--- src/rtl/wb_master_port.sv ---
// wb_master_port: single-outstanding Wishbone pipelined initiator with a valid/ready command port.
// Define WB_MASTER_TIMEOUT_EN to abort transactions that get no ack/err within TIMEOUT cycles.
module wb_master_port #(
    parameter int AW      = 28,
    parameter int DW      = 32,
    parameter int TIMEOUT = 255
) (
    input  logic            clk,
    input  logic            rst,
    input  logic            cmd_valid,
    output logic            cmd_ready,
    input  logic            cmd_we,
    input  logic [AW-1:0]   cmd_adr,
    input  logic [DW-1:0]   cmd_dat,
    input  logic [DW/8-1:0] cmd_sel,
    output logic            rsp_valid,
    output logic [DW-1:0]   rsp_dat,
    output logic            rsp_err,
    output logic            rsp_timeout,
    output logic            wb_cyc,
    output logic            wb_stb,
    output logic            wb_we,
    output logic [AW-1:0]   wb_adr,
    output logic [DW-1:0]   wb_dat_o,
    output logic [DW/8-1:0] wb_sel,
    input  logic [DW-1:0]   wb_dat_i,
    input  logic            wb_ack,
    input  logic            wb_err,
    input  logic            wb_stall
);
    typedef enum logic [1:0] {IDLE, REQ, WAIT} state_t;
    state_t state, state_nxt;
    logic accept, done, expire, stb_taken;

    if (DW % 8 != 0 || TIMEOUT < 1 || TIMEOUT > 65535) begin : g_bad_param
        $error("wb_master_port: illegal DW or TIMEOUT");
    end

    assign cmd_ready = (state == IDLE) & ~rst;
    assign accept    = cmd_valid & cmd_ready;
    assign done      = (state != IDLE) & (wb_ack | wb_err);
    assign stb_taken = (state == REQ) & ~wb_stall;

`ifdef WB_MASTER_TIMEOUT_EN
    logic [15:0] cnt;
    always_ff @(posedge clk)
        cnt <= (rst || state == IDLE) ? '0 : cnt + 16'd1;
    // a real completion in the expiry cycle wins over the timeout
    assign expire = (state != IDLE) & ~done & (cnt == 16'(TIMEOUT));
`else
    assign expire = 1'b0;
`endif

    always_ff @(posedge clk)
        state <= rst ? IDLE : state_nxt;

    always_comb
        state_nxt = (state == IDLE) ? (accept ? REQ : IDLE) :
                    (done | expire) ? IDLE :
                    stb_taken       ? WAIT : state;

    always_ff @(posedge clk) begin
        if (rst) begin
            wb_cyc      <= 1'b0;
            wb_stb      <= 1'b0;
            wb_we       <= 1'b0;
            wb_adr      <= '0;
            wb_dat_o    <= '0;
            wb_sel      <= '0;
            rsp_valid   <= 1'b0;
            rsp_dat     <= '0;
            rsp_err     <= 1'b0;
            rsp_timeout <= 1'b0;
        end else begin
            wb_cyc    <= accept | (wb_cyc & ~done & ~expire);
            wb_stb    <= accept | (wb_stb & ~done & ~expire & ~stb_taken);
            rsp_valid <= done | expire;
            if (accept) begin
                wb_we    <= cmd_we;
                wb_adr   <= cmd_adr;
                wb_dat_o <= cmd_dat;
                wb_sel   <= cmd_sel;
            end
            if (done | expire) begin
                rsp_dat     <= done ? wb_dat_i : '0;
                rsp_err     <= ~done | wb_err;
                rsp_timeout <= expire;
            end
        end
    end
endmodule
--- config.mk ---
export PLATFORM = sky130hd
export DESIGN_NAME = wb_master_port
export DESIGN_NICKNAME = d
export VERILOG_FILES = /design/src/rtl/wb_master_port.sv
export SDC_FILE = /design/constraint.sdc
export NUM_CORES = 1
export LEC_CHECK = 0
export BUFFER_PORTS_ARGS = -buffer_cell sky130_fd_sc_hd__buf_4
export CORE_MARGIN = 4
export CORE_UTILIZATION = 45
export DETAILED_ROUTE_END_ITERATION = 16
export GPL_TIMING_DRIVEN = 0
export PLACE_DENSITY = 0.87
export SYNTH_ARGS = -nofsm -noshare
export SYNTH_HDL_FRONTEND = slang
export SYNTH_SLANG_ARGS = --single-unit
--- constraint.sdc ---
create_clock -name clk -period 3.2 [get_ports clk]
set_input_delay 0.48 -clock clk [delete_from_list [all_inputs] [get_ports clk]]
set_output_delay 0.48 -clock clk [all_outputs]
set_load 0.01 [all_outputs]
; Word-level counts from Yosys, hierarchy flattened
; Cells that the tools add are included.
[totals]
output_inout_bits = 103
reg_bits = 103
in_bits = 103
elab_cells = 33
[classes]
n_reduce_logical = 3
n_eq_ne = 1
n_bitwise = 15
mux = 4
[ops]
columns = cell, count
row1 = 1-bit bitwise AND, 7
row2 = 2-bit 2-to-1 mux, 3
row3 = 1-bit NOT, 4
row4 = 1-bit OR, 4
row5 = 3-bit nonzero test, 1
row6 = 2-bit by 1-bit equality test with 1-bit output (second input constant), 1
row7 = 2-bit zero test, 1
row8 = 2-bit nonzero test, 1
row9 = 1-bit 2-to-1 mux, 1

; Depth between registers and ports, before layout
; Gate-level depths: netlist (run 1).
[logic_depth]
ltp_word = 6
depth_mapped = 6
mapped_depth_nobuf = 3

; Worst setup path before layout (run 1)
; Ideal clock, no wire load.
[synth_path]
kind = input port to output port
start = input rst
end = output cmd_ready
cell_stages = 3
required_time_ns = 2.720
path_buffers = 2
slack_ns = 1.630
arrival_ns = 1.090
path_cell_list = buf_2 buf_2 nor3_1
[synth_between]
elab_chain_cells = 2
[synth_lines]
columns = item, line_no
row1 = from (decl), 9  ; input logic rst,
row2 = 1-bit NOT, 39  ; assign cmd_ready = (state == IDLE) & ~rst;
row3 = 1-bit bitwise AND, 39
row4 = to (decl), 11  ; output logic cmd_ready,
; No other way between the ends.

; Worst setup path in the final report (run 1)
; Ends and elaborated chain as after synthesis.

==> flow_summary.yaml, run 1 <==
clock_network:
  clk-insertion-delay-late_ns: 0.34
  cts_buffers: 9
  path_clk_slew_ns: 0.09
  cts_tree: "built"
  cts_setup_buffers: 0
  clkSinkCount: 103
  ctsHoldBuffers: 0
  cts_max_level: 3
  cts_root_buf: "clkbuf_8"
  clock_path_buffers: 2
  cts_resized: 0
cells_and_area:
  diodes: 0
  fin_cells: 771
  utilization_pct: 68.7
  syn_to_final_growth_pct: 49.2
  drive_above_1_share_pct: 36.2
  fin_nets: 766
job:
  max_cap_violations: 0
yosys:
  ys_seq_area_share_pct: 54.5
  synth_edf_count: 0
  synth-seq-cells: 103
  yosysMostFrequentCell: "nand2_1"
  synth_nets: 551
  ys_top_cells_by_area: "dfxtp_1 54%, nand2_1 13%, nand2b_1 11%, o21ai_0 5.2%, a21oi_1 4.5%"
  syn_area_per_cell_um2: 8.45
  yosys_warnings: 0
  synthCells: 448
  synth_area_leader_cell: "dfxtp_1"
  synthTopCellsByCount: "131 x nand2_1, 103 x dfxtp_1, 65 x nand2b_1, 39 x o21ai_0, 34 x a21oi_1"
  async_flop_share_pct: 0
  synth_top_area_share_pct: 54.5
  synthFlopType: "dfxtp_1"
  synthesis.area_um2: 3780
  synth_cell_types: 24
min_path:
  min_path_type: "in -> reg"
  holdPathEnd: "wb_dat_o[14]"
  hold_depth: 3
  min_from: "cmd_dat[14]"
setup_path:
  timing.rr.start: "state[1]"
  cp.required_ns: 2.72
  slowest_delay_ns: 0.28
  cp_slowest_cell: "nor3_1"
  crit_start: "rst"
  reg2reg_depth: 4
  worstPathArrival_ns: 1.46
  rr_endpoint: "wb_adr[0]"
  path_max_fanout: 10
  path_class: "in -> out"
  cp_cell_sequence: "buf_4 > buf_2 > buf_2 > nor3_1 > buf_4"
  cp-start-kind: "input port"
  rrSetupSlack_ns: 1.57
  end_kind: "output port"
global_routing:
  grt_use_total_pct: 20.8
  grt_first_pass_wirelength_um: 16800
  grt_overflow_total: 0
  grt_max_degree: 16
  antenna_found_initial: 0
  grt_pass1_vias: 3651
floorplanning:
  ios: 206
  die_y_um: 99.7
  coreArea_um2: 8220
  die_area_um2: 9940
  rows: 33
  die_x_um: 99.7
  start_util_pct: 46.1
timing:
  fmax_mhz: 515
  finalMaxSlewViolations: 0
  whs_ns: 0.329
  fin_skew_ns: 0.0132
  tns_ns: 0
  setup_violations: 0
  finalCritPeriodShare_pct: 60.7
  layout_setup_ws_ns: 1.26
  hold_viol_final: 0
  finalCriticalPeriod_ns: 1.94
  rsz0062_at_grt: "false"
detailed_routing:
  wl_um: 10500
  viasPerCell: 4.76
  firstDrtPassIters: 6
  antenna_left: 0
  num_vias: 3673
  drt-initial-drc-count: 94
  avgRoutedWirePerCell_um: 13.6
  drcViolationCount: 0
power:
  power_density_nw_per_um2: 479
  ir_drop_v: 0.000252
  p_leak_uw: 0.00252
place:
  routabilityCongestion: 0.843
  pre_cts_slack_ns: 1.29
  io_buffer_count: 204
  place_inst: 757
  dp_hpwl_um: 8290
outcome:
  outcome: "complete, no violations"
## how the worst max path moves through the flow
stage	to
final	cmd_ready
after global routing	cmd_ready
after CTS	cmd_ready
after detailed placement	cmd_ready
after global placement	cmd_ready
after floorplan	cmd_ready
## power by group
part           internal (uW)  switching (uW)  total [uW]  leakage [uW]
clock                    432             400         831     0.0000982
sequential              1370            45.3        1410      0.000846
combinational            255             209         464       0.00157
total                   2050             654        2710       0.00252
## through the flow
stage / cell area (um2) / power (uW)
after CTS: 5650 / 2740
after global placement: 5450 / 1900
final: 5650 / 2710
after floorplan: 3780 / 1630
after detailed placement: 5450 / 1910
after global routing: 5650 / 2840
## registers in the layout, summed over array words and instances, names as in the netlist
| name | cells |
|---|---|
| wb_sel | 4 |
| rsp_valid | 1 |
| wb_we | 1 |
| wb_adr | 28 |
| rsp_dat | 32 |
| state | 2 |
| wb_dat_o | 32 |
| rsp_err | 1 |
| wb_cyc | 1 |
| wb_stb | 1 |
## critical path: cells and delay by family
family | cells | cell delay [ns]
and+or+nand+nor | 1 | 0.28
buffers and inverters | 4 | 0.70
## cell type report
class	count	area, um2
multi-input cells	310	1510
fillers	647	2570
clock inverters	4	72.6
well taps	105	131
repair buffers	204	1530
clock buffers	10	128
flip-flops and latches	103	2060
inverters	1	3.75
plain buffers	34	210
## cell usage in the layout, fill, tap and decap left out
cell type   count
nand2_1       131
o41ai_1         1
clkbuf_8        9
nor3_1          1
o22ai_2         1
nor2_1          2
clkinv_2        1
a21o_1          1
clkbuf_1       11
o21ai_1        29
inv_1           1
nor4_1          1
a31o_1          1
a21oi_1        34
bufinv_16       2
nand2b_1       65
dfxtp_1       103
o21ai_0        39
buf_6           8
o22a_1          1
buf_2          11
buf_1           2
buf_4         206
clkbuf_2        1
clkinvlp_4      1
conb_1          1
nand3b_1        1
nor4b_4         1
## layer usage
| layer | vias up | GRT usage (%) | wire length, um |
|---|---|---|---|
| met1 | 1645 | 22.7 | 4070 |
| met3 | 15 | 8.35 | 1170 |
| met5 | - | 0 | 0 |
| met4 | 0 | 7.25 | 172 |
| met2 | 149 | 36.2 | 5090 |
| li1 | 1864 | - | - |
## logic make-up (layout without fill, tap and decap cells)
group,count (synthesis),count (layout),synth area share [%]
buffers and inverters,35,253,5.65
AND/OR/NAND/NOR,202,202,25.1
other,1,1,0.0991
AO/OA/AOI/OAI,107,107,14.7
flip-flops,103,103,54.5
(Power assumes the default switching activity.)
==> run 2, diff against run 1 <==
CORE_UTILIZATION = 40   (was 45)
PLACE_DENSITY = 0.82   (was 0.87)
clock period = 1.7 ns   (was 3.2 ns; I/O delays follow)
==> flow_summary.yaml, run 2 (synthesized netlist as in run 1, its figures left out) <==
outcome:
  outcome: "complete, no violations"
timing:
  finalCriticalPeriod_ns: 1.54
  finalCritPeriodShare_pct: 90.8
  fin_skew_ns: 0.00719
  hold_viol_final: 0
  setup_violations: 0
  tns_ns: 0
  fmax_mhz: 648
  rsz0062_at_grt: "false"
  finalMaxSlewViolations: 0
global_routing:
  grt_max_degree: 17
  grt_first_pass_wirelength_um: 17400
  grt_pass1_vias: 3643
  grt_use_total_pct: 19.0
  grt_overflow_total: 0
  antenna_found_initial: 0
setup_path:
  worst-path-stages: 5
  path_max_fanout: 10
  cp_top_family: "buffers and inverters"
  cp-start-kind: "flop"
  slowest_delay_ns: 0.31
  cp_num_buf_inv: 3
  cp.required_ns: 1.92
  reg2reg_depth: 5
  cp_slowest_cell: "dfxtp_1"
  cp_cell_sequence: "buf_2 > nor4b_4 > buf_4 > clkbuf_1 > o21ai_0"
  worstPathArrival_ns: 1.76
  path_class: "reg -> reg"
  end_kind: "flop"
cells_and_area:
  seqCellArea_um2: 2060
  diodes: 0
  drive_above_1_share_pct: 36.3
  top_regs: "rsp_dat x32, wb_dat_o x32, wb_adr x28"
  fillerInstances: 806
  syn_to_final_growth_pct: 50.6
  final_cell_mix: "207 x buf_4, 131 x nand2_1, 103 x dfxtp_1"
  multiInputGateArea_um2: 1510
  mostFrequentLayoutCell: "buf_4"
  fin_nets: 767
floorplanning:
  die_x_um: 105
  coreArea_um2: 9240
  die_y_um: 105
  die_area_um2: 11100
  rows: 35
  ios: 206
  start_util_pct: 41.0
job:
  max_cap_violations: 0
detailed_routing:
  wl_um: 10700
  drt-initial-drc-count: 125
  firstDrtPassIters: 4
  avgRoutedWirePerCell_um: 13.4
  drcViolationCount: 0
  viasPerCell: 4.57
  num_vias: 3645
  antenna_left: 0
power:
  p_leak_uw: 0.00253
  ir_drop_v: 0.000566
  finalPower_uw: 5170
  power_density_nw_per_um2: 907
clock_network:
  cts_root_buf: "clkbuf_8"
  cts_max_level: 3
  ctsHoldBuffers: 0
  clk-insertion-delay-late_ns: 0.35
  clock_path_buffers: 2
  cts_tree: "built"
  clkSinkCount: 103
  path_clk_slew_ns: 0.10
  cts_buffers: 9
place:
  io_buffer_count: 204
  routabilityCongestion: 0.756
  dp_hpwl_um: 8390
min_path:
  hold_depth: 3
  min_path_type: "in -> reg"
run 2: cell types whose count changed in the layout (fill, tap and decap cells not counted):
| cell | change |
|---|---|
| clkinvlp_4 | -1 |
| clkinv_4 | +2 |
| buf_1 | +1 |
| buf_4 | +1 |
run 2: timing repair:
action | 4_1_cts | 5_1_grt
setup buffers | 0 | 1
resized for setup | 0 | 1
endpoints found under the setup margin | 0 | 50
run 2: power by group:
part / leakage [uW] / internal (uW) / total [uW] / switching (uW)
combinational: 0.00158 / 481 / 877 / 396
sequential: 0.000846 / 2570 / 2660 / 87.1
clock: 0.000107 / 835 / 1630 / 800
total: 0.00253 / 3890 / 5170 / 1280
run 2: worst paths after layout:
kind / slack, ns / to / start
worst max-delay path: 0.16 / wb_dat_o[11] / state[1]
worst min register to register: 0.46 / rsp_dat[7] / rsp_dat[7]
worst max register to register: 0.16 / wb_dat_o[11] / state[1]
worst min-delay path: 0.09 / wb_dat_o[4] / cmd_dat[4]
run 2: final cells by class:
type / instances / area share, %
repair buffers: 205 / 27.0
flip-flops and latches: 103 / 36.2
inverters: 1 / 0.0659
multi-input cells: 310 / 26.5
plain buffers: 34 / 3.69
clock buffers: 11 / 2.31
well taps: 129 / 2.83
clock inverters: 5 / 1.45
run 2: worst register-to-register path: cells and delay by family (launching register included):
family                 cells  cell delay (ns)
buffers and inverters      3             0.67
DFF                        1             0.31
and+or+nand+nor            1             0.28
AOI/OAI and AO/OA          1             0.17
run 2: routing by layer:
metal	up-vias	part of all wire (%)	GRT usage, %
met1	1631	41	22.1
met5	-	0	0
li1	1867	-	-
met2	131	49	33.1
met4	0	1.8	5.62
met3	16	8.6	6.55
run 2: stage by stage:
stage / area, um2 / util (%) / hold slack (ns) / std cells / worst slack [ns]
after floorplan: 3780 / - / 0.333 / 448 / 0.362
after global placement: 5480 / 59.3 / 0.436 / 781 / 0.0809
after detailed placement: 5480 / 59.3 / 0.441 / 781 / 0.0434
after CTS: 5690 / 61.6 / 0.0787 / 797 / 0.0281
after global routing: 5700 / 61.7 / 0.0735 / 798 / 0.0455
final: 5700 / 61.7 / 0.0948 / 798 / 0.157
